### src/rtl/fft_pkg.sv
// Shared types and helpers for the FFT stream capture/transmit path.
// Beat layout: [31:0] real, [63:32] imaginary.
package fft_pkg;

    typedef enum logic {
        ST_CAPTURE = 1'b0,
        ST_DONE    = 1'b1
    } state_t;

    localparam logic WORD_RE = 1'b0;
    localparam logic WORD_IM = 1'b1;

    function automatic logic [63:0] pack_beat(
        input logic [31:0] re,
        input logic [31:0] im
    );
        return {im, re};
    endfunction

    function automatic logic [31:0] beat_word(
        input logic [63:0] beat,
        input logic        sel
    );
        logic [31:0] w;
        w = beat[31:0];
        unique case (sel)
            WORD_RE: w = beat[31:0];
            WORD_IM: w = beat[63:32];
        endcase
        return w;
    endfunction

endpackage

### src/rtl/fft_capture_ram.sv
// NFFT x 64 frame buffer: one 64-bit write port, async 32-bit read port.
// Contents are intentionally not reset.
module fft_capture_ram
    import fft_pkg::*;
#(
    parameter  int NFFT   = 8,
    localparam int ADDR_W = $clog2(NFFT * 2),
    localparam int CNT_W  = $clog2(NFFT)
) (
    input  logic              clk,
    input  logic              we,
    input  logic [CNT_W-1:0]  waddr,
    input  logic [63:0]       wdata,
    input  logic [ADDR_W-1:0] raddr,
    output logic [31:0]       rdata
);

    logic [63:0] mem [NFFT];

    always_ff @(posedge clk) begin
        if (we) begin
            mem[waddr] <= wdata;
        end
    end

    // Same-cycle read of a beat being written returns the old contents.
    assign rdata = beat_word(mem[raddr[ADDR_W-1:1]], raddr[0]);

endmodule

### src/rtl/fft_stream_capture.sv
// AXI-Stream slave capturing one NFFT-point complex frame for
// register-mapped readback, with completion pulse and tlast checking.
module fft_stream_capture
    import fft_pkg::*;
#(
    parameter  int NFFT   = 8,
    localparam int ADDR_W = $clog2(NFFT * 2),
    localparam int CNT_W  = $clog2(NFFT)
) (
    input  logic              clk,
    input  logic              resetn,
    input  logic              s_axis_tvalid,
    output logic              s_axis_tready,
    input  logic              s_axis_tlast,
    input  logic [63:0]       s_axis_tdata,
    input  logic [ADDR_W-1:0] rAddr,
    output logic [31:0]       rData,
    input  logic              rearm,
    output logic              received,
    output logic              tlast_err
);

    localparam logic [CNT_W-1:0] LAST_IDX = CNT_W'(NFFT - 1);

    state_t           state;
    state_t           state_n;
    logic [CNT_W-1:0] count;
    logic [CNT_W-1:0] count_n;
    logic             err_n;
    logic             recv_n;
    logic             accept;
    logic             we;
    logic             last_beat;

    assign accept    = s_axis_tvalid && s_axis_tready;
    assign last_beat = (count == LAST_IDX);

    always_ff @(posedge clk or negedge resetn) begin
        if (!resetn) begin
            state         <= ST_CAPTURE;
            count         <= '0;
            s_axis_tready <= 1'b0;
            received      <= 1'b0;
            tlast_err     <= 1'b0;
        end else begin
            state         <= state_n;
            count         <= count_n;
            s_axis_tready <= (state_n == ST_CAPTURE);
            received      <= recv_n;
            tlast_err     <= err_n;
        end
    end

    always_comb begin
        state_n = state;
        count_n = count;
        err_n   = tlast_err;
        recv_n  = 1'b0;
        we      = 1'b0;
        if (rearm) begin
            // Rearm wins: a coincident beat is consumed but dropped.
            state_n = ST_CAPTURE;
            count_n = '0;
            err_n   = 1'b0;
        end else begin
            unique case (state)
                ST_CAPTURE: begin
                    if (accept) begin
                        we = 1'b1;
                        if (last_beat) begin
                            state_n = ST_DONE;
                            count_n = '0;
                            recv_n  = 1'b1;
                            if (!s_axis_tlast) begin
                                err_n = 1'b1;
                            end
                        end else if (s_axis_tlast) begin
                            // Early tlast: resync to the next frame.
                            err_n   = 1'b1;
                            count_n = '0;
                        end else begin
                            count_n = count + 1'b1;
                        end
                    end
                end
                ST_DONE: begin
                    state_n = ST_DONE;
                end
            endcase
        end
    end

    fft_capture_ram #(
        .NFFT (NFFT)
    ) u_ram (
        .clk   (clk),
        .we    (we),
        .waddr (count),
        .wdata (s_axis_tdata),
        .raddr (rAddr),
        .rdata (rData)
    );

endmodule

### config.mk
export PLATFORM = sky130hd
export DESIGN_NAME = fft_stream_capture
export DESIGN_NICKNAME = d
export VERILOG_FILES = /design/src/rtl/fft_pkg.sv /design/src/rtl/fft_capture_ram.sv /design/src/rtl/fft_stream_capture.sv
export SDC_FILE = /design/constraint.sdc
export NUM_CORES = 1
export LEC_CHECK = 0
export ABC_AREA = 1
export CAP_MARGIN = 20
export CELL_PAD_IN_SITES_DETAIL_PLACEMENT = 1
export CELL_PAD_IN_SITES_GLOBAL_PLACEMENT = 1
export CORE_ASPECT_RATIO = 0.5
export CORE_MARGIN = 4
export CORE_UTILIZATION = 39
export DETAILED_ROUTE_END_ITERATION = 7
export DONT_BUFFER_PORTS = 1
export PLACE_DENSITY_LB_ADDON = 0.1
export SLEW_MARGIN = 15
export SYNTH_ARGS = -nofsm -noshare
export SYNTH_HDL_FRONTEND = slang
export SYNTH_SLANG_ARGS = --single-unit
### constraint.sdc
create_clock -name clk -period 5.9 [get_ports clk]
set_clock_uncertainty 0.15 [all_clocks]
set_input_delay 0.885 -clock clk [delete_from_list [all_inputs] [get_ports clk]]
set_output_delay 0.885 -clock clk [all_outputs]
set_load 0.02 [all_outputs]
==> metrics.md, run 1 <==
| Metric | Value |
|---|---|
| Starting Density | about two fifths |
| CP max stage cell | inv_8 |
| Reg power frac | between 50 and 60% |
| Synthesized Nets | 2183 |
| CP startpoint kind | primary input |
| Most frequent cells in the layout | nand2_1 (680), edfxtp_1 (512), inv_1 (391), nand3_1 (388), clkbuf_16 (49) |
| Max H-tree Level | 2 |
| Vias | 14200 |
| Worst R2R Start | s_axis_tready |
| CTS tree | yes |
| Crit-path cells | inv_8 > buf_12 > nand2_1 > nand2_1 > nand2_1 > nand3_1 > nand3_1 > nand2_1 |
| Via density | ~5 |
| Reg clk slew, reported paths | about 0.06 ns |
| Max clock buf depth | 3 |
| Area taken by multi-input logic gates | roughly 0.0047 sq mm |
| RSZ-0062 raised after global routing | no |
| Register area share after synthesis | ~70% |
| Peak VDD IR | approximately 170 uV |
| Iter 0 DRT Violations | roughly 1000 |
| Clock network power share | between 40% and 50% |
| DR pass1 iterations | 5 |
| Yosys cell types | 19 |
| Slowest stage delay, CP | approximately 0.67 ns |
| Slew Limit Fails | 0 |
| Worst-skew pair later-pin latency | 0.57 ns |
| Power Dens Cells | between 300 and 400 mW/mm^2 |
| Synth Instances | approximately 2100 |
| Initial antenna violation count | 2 |
| CP max FO | around 260 |
| Util after Layout | 43.5% |
| Tightest Pin Transition | around 1.0 ns |
| Top Ports | 108 |
| Die height | between 150 and 200 um |
| Critical Path RT | approximately 4.9 ns |
| Most common cell after layout, fill and taps aside | nand2_1 |
| Root buf cell | clkbuf_16 |
| Worst r2r path cells | 5 |
| DR DRC count | 0 |
| Min Tclk post-route | roughly 4 ns |
| Final Setup Violations | 0 |
| CTS buffer count | 49 |
| Routed WL | 62.1 mm |
| Hold Path Sink | tlast_err |
| Hold path startpoint | rearm |
| R2R Setup Slk | ~2.9 ns |
| PortBufs | 0 |
| Nature of the critical path endpoint | output port |
| Setup TNS | 0 ns |
| CP arrival | about 3 ns |
| Status | complete, no violations |
| Kind of critical path | in2out |
| Hold path depth | 1 |
| Max Cap Violations | 0 |
| Post-Layout Inst Area | roughly 0.024 sq mm |
| Fin. Hold Viols | 0 |
| Rel. slew slack | around a third |
| Post-Syn Area per Cell | 10.6 sq um |
| Total placed instance area | around 0.023 sq mm |
| Tot Pwr | approximately 7.5 mW |
| Comb pwr share | just under 5% |
| Die Wd | between 300 and 400 um |
| Hold Crit Class | in2reg |
| Synth-to-Final Area Change | 9.14% |
| Core ar. | 0.0561 sq mm |
| Synthesized cell area | 0.0223 sq mm |
| First-pass GRT wire length | 93.4 mm |
| CTS resizes | 0 |
| Largest net degree at the start of global routing | about 260 |
| CP Launch Point | rAddr[1] |
| DIE AREA | slightly above 0.06 sq mm |
| Nets | between 2000 and 2500 |
| Reg-to-Reg End | u_ram.mem[0][54] |
| HPWL after DPL | ~34 mm |
| Routability cong. | around 0.74 |
| P_int | 5.83 mW |
| Sw Ratio | between 20% and 30% |
| Number of global-route vias before repair | about 15000 |
| Setup repair bufs after CTS | 0 |
| Layout cell share with drive strength beyond 1 | 4.45% |
| Yosys warnings | 0 |
| Fmax | between 0.2 and 0.25 GHz |
| Fin crit share | 68.5% |
| Wire per inst | approximately 22 um |
| Overflow after GRT | 0 |
| Tot GR Track Use | approximately a fifth |
| Leakage | about 10 nW |
| Flops & latches, synth | 519 |
| Post-route ant nets | 0 |
| Number of fill cells | 6150 |
| # rows | 61 |
| Register area | approximately 0.016 sq mm |
| Critical Path Most Common Cell | nand2_1 |
| Sw Pwr | between 1.5 and 2 mW |
| Clock Sinks | roughly 520 |
==> cell usage after synthesis <==
cell / instances / area, sq um
a21oi_1: 1 / 5.00
buf_2: 46 / 230
ha_1: 2 / 25.0
clkbuf_1: 9 / 33.8
buf_4: 5 / 37.5
inv_4: 1 / 6.26
nor2_1: 10 / 37.5
nand3_1: 388 / 1940
inv_2: 1 / 3.75
dfrtp_1: 7 / 175
inv_1: 393 / 1480
nand2_1: 680 / 2550
edfxtp_1: 512 / 15400
nor3_1: 2 / 10.0
o21ai_0: 4 / 20.0
buf_12: 1 / 20.0
buf_6: 29 / 327
nand3b_1: 2 / 15.0
buf_1: 15 / 56.3
==> layer usage <==
metal | global-route usage, % | up-vias | wire length (um)
met1 | 30.3 | 7165 | 31100
met2 | 31.7 | 259 | 27300
met4 | 3.01 | 0 | 700
met3 | 3.59 | 56 | 2990
met5 | 0 | - | 0
li1 | - | 6731 | -
==> final cells by class <==
type,instances,area share [%]
inverters,395,6.13
clock inverters,16,0.395
well taps,756,3.88
diodes,1,0.0103
flip-flops and latches,519,63.8
repair buffers,24,1.16
clock buffers,69,5.54
multi-input cells,1089,19.1
==> through the flow <==
stage | std cells | worst slack (ns) | hold slack (ns)
floorplan | 2108 | 1.36 | 0.308
CTS | 2867 | 2.07 | 0.186
global placement | 2781 | 2.09 | 0.358
finish | 2869 | 1.86 | 0.214
detailed placement | 2781 | 2.06 | 0.369
global route | 2868 | 1.78 | 0.189
==> how the worst max path moves through the flow <==
stage / end / slack [ns] / cells past startpoint
2_1_floorplan: u_ram.mem[0][0] / 1.36 / 4
3_3_place_gp: rData[10] / 2.09 / 8
3_5_place_dp: rData[10] / 2.06 / 8
4_1_cts: rData[10] / 2.07 / 8
5_1_grt: rData[4] / 1.78 / 9
6_report: rData[10] / 1.86 / 8
==> flip-flops by register name (all words and copies together), names as in the netlist <==
name	cells
u_ram.mem	512
count	3
received	1
s_axis_tready	1
state	1
tlast_err	1
==> power by group through the flow <==
stage	clock network (mW)	logic, mW	registers [mW]
after floorplan	0	0.314	4.19
after global placement	0	0.371	4.19
after detailed placement	0	0.375	4.19
after CTS	3.07	0.378	4.11
after global routing	3.23	0.414	4.11
final	2.99	0.369	4.11
==> cell families (layout without fill, tap and decap cells) <==
group / count (synthesis) / count (layout) / share of synthesized area, %
AOI/OAI and AO/OA: 5 / 5 / 0.112
buffers and inverters: 500 / 504 / 9.80
DFF: 519 / 519 / 69.6
and+or+nand+nor: 1082 / 1082 / 20.4
other: 0 / 1 / 0
adders and majority gates: 2 / 2 / 0.112
==> what timing repair did <==
| action | in CTS | in global routing |
|---|---|---|
| hold buffers | 1 | 0 |
| endpoints found under the setup margin | 0 | 0 |
| hold endpoints to repair | 7 | 0 |
==> critical path: cells and delay by family <==
family / cells / cell delay [ns]
simple gates: 6 / 0.82
buf+inv: 2 / 1.01
Power figures use the tool's default switching activity.
==> run 2: changes to the inputs <==
Clock period 5.9 ns to 4 ns, I/O delays scaled along.
==> run 2 against run 1 <==
  * Die area unchanged
  * Utilization increased by 1.7 points
  * Cell count is 3.2% higher
  * Global-route usage grew 0.39 points
  * Highest routed layer is now met5
  * Largest power group unchanged
  * Sequential share of layout area shrank 2.4 points
==> metrics.md, run 2 (synthesis gave the netlist of run 1 again) <==
| Metric | Value |
|---|---|
| Met3 usage | 4.06% (+0.47 points) |
| Clock network power share | 40.7% (+0.7 points) |
| Number of fill cells | 6123 (-0.44%) |
| Clock Sinks | 519 (unchanged) |
| Routed WL | 63.4 mm (+2.1%) |
| Fin crit share | 82.3% |
| Synth-to-Final Area Change | 13.3% |
| Total placed instance area | 0.0231 sq mm (+0.74%) |
| Final non-filler cell total | 2960 (+3.2%) |
| Die height | 177 um (unchanged) |
| Sw Pwr | 2.55 mW (+56%) |
| Number of global-route vias before repair | 14900 (+1.3%) |
| RSZ-0062 raised after global routing | no |
| HPWL after DPL | 35.4 mm (+5.5%) |
| Root buf cell | clkbuf_16 |
| Comb pwr share | 6.1% (+1.2 points) |
| Via density | 4.96 (about the same) |
| CTS buffer count | 50 (+2.0%) |
| Max clock buf depth | 3 (unchanged) |
| Max Cap Violations | 0 (unchanged) |
| Min Tclk post-route | 3.29 ns |
| CP max FO | 257 (unchanged) |
| DIE AREA | 0.0614 sq mm (unchanged) |
| First-pass GRT wire length | 95.2 mm (+1.9%) |
| Hold Crit Class | in2reg |
| DR pass1 iterations | 5 (unchanged) |
| Cells after DPL | 2797 (+0.58%) |
| Initial antenna violation count | 7 (+5) |
| Power Dens Cells | 449 mW/mm^2 (+47%) |
| Starting Density | 39.8% (unchanged) |
| R2R Setup Slk | 1.39 ns (-1.53 ns) |
| Leakage | 10.6 nW (+4.3%) |
| Iter 0 DRT Violations | 1042 (+2.6%) |
| Worst-skew pair later-pin latency | 0.58 ns (about the same) |
| Reg clk slew, reported paths | 0.06 ns (about the same) |
| Register area | 0.0155 sq mm (unchanged) |
| P_int | 8.83 mW (+52%) |
| Die Wd | 347 um (unchanged) |
| Regs by FF count | u_ram.mem (512), count (3) |
| Overflow after GRT | 0 (unchanged) |
| Wire per inst | 21.4 um (-1.0%) |
| Critical Path RT | 3.25 ns (-1.62 ns) |
| Met1 Usage GRT | 31.1% (+0.82 points) |
| Tightest Pin Transition | 0.903 ns (-0.100 ns) |
| Top Ports | 108 (unchanged) |
| Post-Layout Inst Area | 0.0253 sq mm (+3.8%) |
| Vias | 14700 (+3.2%) |
| Area taken by multi-input logic gates | 0.00467 sq mm (unchanged) |
| Core ar. | 0.0561 sq mm (unchanged) |
| Status | complete, no violations |
| Fmax | 0.304 GHz |
| Largest register by flop count | u_ram.mem |
| Post-route ant nets | 0 (unchanged) |
| Peak VDD IR | 269 uV (+57%) |
| Final Setup Violations | 0 (unchanged) |
| Rel. slew slack | 39.8% (+6.8 points) |
| Layout cell share with drive strength beyond 1 | 5.41% (+0.96 points) |
| Routability cong. | 0.730 (-1.2%) |
| Tot GR Track Use | 20.6% (+0.39 points) |
| Global route hottest layer | met2 |
| Reg power frac | 53.2% (-1.8 points) |
| Most common cell after layout, fill and taps aside | nand2_1 |
| Most frequent cells in the layout | nand2_1 (680), edfxtp_1 (512), inv_1 (391), nand3_1 (388), dlygate4sd3_1 (66) |
| Largest net degree at the start of global routing | 258 (unchanged) |
| Fin. Hold Viols | 0 (unchanged) |
| DR DRC count | 0 (unchanged) |
| Max H-tree Level | 2 (unchanged) |
| CP arrival | 2.54 ns (-0.47 ns) |
| Sw Ratio | 22.4% (+0.47 points) |
| Max reg flops | 512 (unchanged) |
| PortBufs | 0 (unchanged) |
| Kind of critical path | in2out |
| Nets | 2234 (+3.8%) |
| CP startpoint kind | primary input |
| Met2 usage | 31.5% (-0.18 points) |
| CTS tree | yes |
| # rows | 61 (unchanged) |
| Slew Limit Fails | 0 (unchanged) |
| Nature of the critical path endpoint | output port |
## run 2: changes by cell type in the layout (fill, tap and decap cells not counted), sizes merged
cell / before / now
dlygate4sd3: 1 / 66
bufinv: 1 / 2
buf: 23 / 38
clkbuf: 69 / 64
clkinv: 17 / 30
diode: 1 / 3
## run 2: critical path: stages
cell     delay, ns
inv_8         0.51
buf_12        0.28
nand2_1       0.08
nand3_1       0.07
nand3_1       0.33
nand3_1       0.22
nand2_1       0.17
## run 2: path summary, 6_finish.rpt
path / end / startpoint / cells past startpoint
worst max-delay path: rData[12] / rAddr[1] / 7
worst min-delay path: s_axis_tready / rearm / 2
worst max register to register: u_ram.mem[5][53] / s_axis_tready / 5
worst min register to register: s_axis_tready / state / 1
max in group asynchronous: count[1] / resetn / 1
min in group asynchronous: tlast_err / resetn / 1
## run 2: layout make-up
class                      count  area share, %
clock buffer                  64           5.52
antenna                        3         0.0296
clock inverter                30          0.711
inverter                     395           5.90
multi-input combinational   1089           18.4
tap                          756           3.73
sequential                   519           61.4
timing repair buffer         104           4.28
## run 2: power groups by stage
| stage | Clock [mW] | Combinational (mW) | Sequential [mW] |
|---|---|---|---|
| after floorplan | 0 | 0.464 | 6.18 |
| after global placement | 0 | 0.560 | 6.17 |
| after detailed placement | 0 | 0.564 | 6.18 |
| after CTS | 4.75 | 0.699 | 6.06 |
| after global routing | 5.01 | 0.765 | 6.06 |
| final | 4.64 | 0.690 | 6.06 |
## run 2: routing by layer
layer,up-vias,share of wire [%],wire (um)
li1,6910,-,-
met1,7421,50,31600
met2,267,43,27500
met3,68,5.4,3440
met4,4,1.3,819
met5,-,0.047,30
## run 2: through the flow
step	TNS (ns)	utilization, %	worst slack [ns]	hold WS [ns]	power, mW
after CTS	0	45.1	1.04	0.0251	11.5
after global routing	0	45.1	0.795	0.0528	11.8
after global placement	0	41.1	1.05	0.155	6.73
after detailed placement	0	41.1	1.01	0.155	6.74
final	0	45.1	0.710	0.0527	11.4
after floorplan	-130.55	-	-0.255	0.154	6.64
## run 2: repair_timing
action	4_1_cts	5_1_grt
buffers inserted	0	0
hold buffers	66	0
resized for setup	0	0
hold endpoints to repair	521	0
==> run 3: changes to the inputs <==
Clock period 4 ns to 3 ns, I/O delays scaled along.
==> run 3 against run 2 <==
  * Routed wire length barely moved
  * Critical path depth up 2
  * The run now ends with setup timing left
  * Clock power increased by 39%
  * Global-route usage decreased by 0.065 points
  * Total power grew 36%
  * Critical endpoint is now rData[15]
  * Sequential power up 33%
==> metrics.md, run 3 (synthesis gave the netlist of run 1 again) <==
| Metric | Value |
|---|---|
| Status | finished with violations |
| Failing checks | setup timing |
| Via density | 4.98 (+0.41%) |
| Max reg flops | 512 (unchanged) |
| Nature of the critical path endpoint | output port |
| Critical Path Most Common Cell | nand2_1 |
| Met1 Usage GRT | 31.6% (+0.51 points) |
| Slew Limit Fails | 0 (unchanged) |
| Slowest stage delay, CP | 0.70 ns (+0.19 ns) |
| Layout cell share with drive strength beyond 1 | 5.70% (+0.29 points) |
| Iter 0 DRT Violations | 1135 (+8.9%) |
| Crit path depth | 9 (+2) |
| PortBufs | 0 (unchanged) |
| Sw Ratio | 22.1% (-0.37 points) |
| Clock network power share | 41.8% (+1.1 points) |
| Clock Sinks | 519 (unchanged) |
| Top Ports | 108 (unchanged) |
| First-pass GRT wire length | 95.4 mm (+0.26%) |
| CP bufs+invs | 3 (+1) |
| DR pass1 iterations | 5 (unchanged) |
| Final Setup Violations | 32 (+32) |
| Leakage | 10.7 nW (+1.2%) |
| Overflow after GRT | 0 (unchanged) |
| Synth-to-Final Area Change | 14.7% |
| Tot GR Track Use | 20.6% (-0.065 points) |
| Nets | 2247 (+0.58%) |
| Critical Path RT | 2.40 ns (-0.85 ns) |
| Number of global-route vias before repair | 15000 (+0.72%) |
| Initial antenna violation count | 5 (-2) |
| Post-route ant nets | 0 (unchanged) |
| Met2 usage | 31.8% (+0.27 points) |
| CP startpoint kind | primary input |
| Worst-skew pair later-pin latency | 0.56 ns (-0.02 ns) |
| Hold Crit Class | in2async |
| DIE AREA | 0.0614 sq mm (unchanged) |
| CP arrival | 2.92 ns (+0.38 ns) |
| CP max FO | 257 (unchanged) |
| Fmax | between 0.2 and 0.3 GHz |
| Kind of critical path | in2out |
| Comb pwr share | 6.1% (about the same) |
| Total placed instance area | 0.0233 sq mm (+0.92%) |
| Fin. Hold Viols | 0 (unchanged) |
| Core ar. | 0.0561 sq mm (unchanged) |
| Rel. slew slack | 21.2% (-19 points) |
| Hold slack final | 0.0622 ns (+0.00951 ns) |
| Most frequent cells in the layout | nand2_1 (680), edfxtp_1 (512), inv_1 (392), nand3_1 (388), dlygate4sd3_1 (69) |
| # rows | 61 (unchanged) |
| Max clock buf depth | 3 (unchanged) |
| Routability cong. | 0.723 (-1.0%) |
| Sw Pwr | 3.42 mW (+34%) |
| Peak VDD IR | 400 uV (+48%) |
| Met3 usage | 2.93% (-1.1 points) |
| Largest net degree at the start of global routing | 258 (unchanged) |
| Worst r2r path cells | 5 (unchanged) |
| Max Cap Violations | 0 (unchanged) |
| Crit-path leading delay family | buffers and inverters |
| CP max stage cell | inv_8 |
| Reg power frac | 52.1% (-1.1 points) |
| Starting Density | 39.8% (unchanged) |
| HPWL after DPL | 35.2 mm (-0.57%) |
| Tightest Pin Transition | 1.18 ns (+0.278 ns) |
| Reg clk slew, reported paths | 0.07 ns (about the same) |
| P_int | 12.1 mW (+37%) |
| Largest register by flop count | u_ram.mem |
| Power Dens Cells | 605 mW/mm^2 (+35%) |
| Final worst slack | -0.517 ns (-1.23 ns) |
| Wire per inst | 21.4 um (-0.30%) |
| Tot Pwr | 15.5 mW (+36%) |
| DR DRC count | 0 (unchanged) |
| Root buf cell | clkbuf_16 |
| Die Wd | 347 um (unchanged) |
| Regs by FF count | u_ram.mem (512), count (3) |
| Die height | 177 um (unchanged) |
| Pre-CTS WS | 0.341 ns (-0.673 ns) |
| Crit-path cells | inv_8 > buf_12 > nand2_1 > nand2_1 > nand2_1 > nand3_1 > nand3_1 > nand2_1 > buf_4 |
| RSZ-0062 raised after global routing | no |
| Most common cell after layout, fill and taps aside | nand2_1 |
| Vias | 14800 (+0.75%) |
| CTS buffer count | 50 (unchanged) |
| Fin crit share | 117% |
| Min Tclk post-route | around 3.5 ns |
| Global route hottest layer | met2 |
| Post-Layout Inst Area | 0.0256 sq mm (+1.2%) |
| CTS tree | yes |
| Routed WL | 63.4 mm (about the same) |
| Max H-tree Level | 2 (unchanged) |
[run 3: cell count changes in the layout (fill, tap and decap cells not counted), sizes merged]
cell / previous run / this run
buf: 38 / 48
bufinv: 2 / 6
dlygate4sd3: 66 / 69
diode: 3 / 2
clkbuf: 64 / 66
inv: 393 / 395
clkinv: 30 / 20
[run 3: final cells by class]
| cell class | instances | area [sq um] |
|---|---|---|
| clock inverters | 26 | 269 |
| multi-input cells | 1089 | 4670 |
| clock buffers | 66 | 1380 |
| diodes | 2 | 5.00 |
| repair buffers | 117 | 1330 |
| inverters | 395 | 1490 |
| fillers | 6069 | 30500 |
| flip-flops and latches | 519 | 15500 |
| well taps | 756 | 946 |
[run 3: path summary, 6_finish.rpt]
check / from / end / slack (ns)
worst min-delay path: resetn / state / 0.06
worst max-delay path: rAddr[1] / rData[15] / -0.52
max in group asynchronous: resetn / tlast_err / 2.39
worst max register to register: s_axis_tready / u_ram.mem[6][25] / 0.65
min in group clk: state / s_axis_tready / 0.35
worst min register to register: state / s_axis_tready / 0.35
[run 3: per-layer routing]
metal | part of all wire (%) | vias to the layer above
li1 | - | 6941
met1 | 50 | 7505
met3 | 4.4 | 72
met5 | 0.011 | -
met2 | 44 | 260
met4 | 1.2 | 2
[run 3: worst register-to-register path, stage by stage, from the launching register on]
cell	delay, ns
dfrtp_1	0.48
nand3b_1	0.17
nor2_1	0.17
nand2_1	0.25
nor2_4	0.52
buf_4	0.32
[run 3: metrics by stage]
stage / std cells / TNS [ns] / util, %
2_1_floorplan: 2108 / -59.55 / -
3_3_place_gp: 2807 / 0 / 41.5
3_5_place_dp: 2807 / 0 / 41.5
4_1_cts: 2968 / 0 / 45.7
5_1_grt: 2968 / 0 / 45.7
6_report: 2970 / -10.01 / 45.7
[run 3: repair_timing]
| action | CTS | global route |
|---|---|---|
| hold buffers | 69 | 0 |
| endpoints found under the hold margin | 526 | 0 |
| setup buffers | 0 | 0 |
| resized for setup | 0 | 0 |
[run 3: power groups by stage]
stage / Clock [mW] / Combinational (mW) / Sequential (mW)
3_5_place_dp: 0 / 0.785 / 8.23
6_report: 6.47 / 0.950 / 8.07
2_1_floorplan: 0 / 0.620 / 8.23
4_1_cts: 6.63 / 0.960 / 8.07
5_1_grt: 6.97 / 1.05 / 8.08
3_3_place_gp: 0 / 0.776 / 8.23
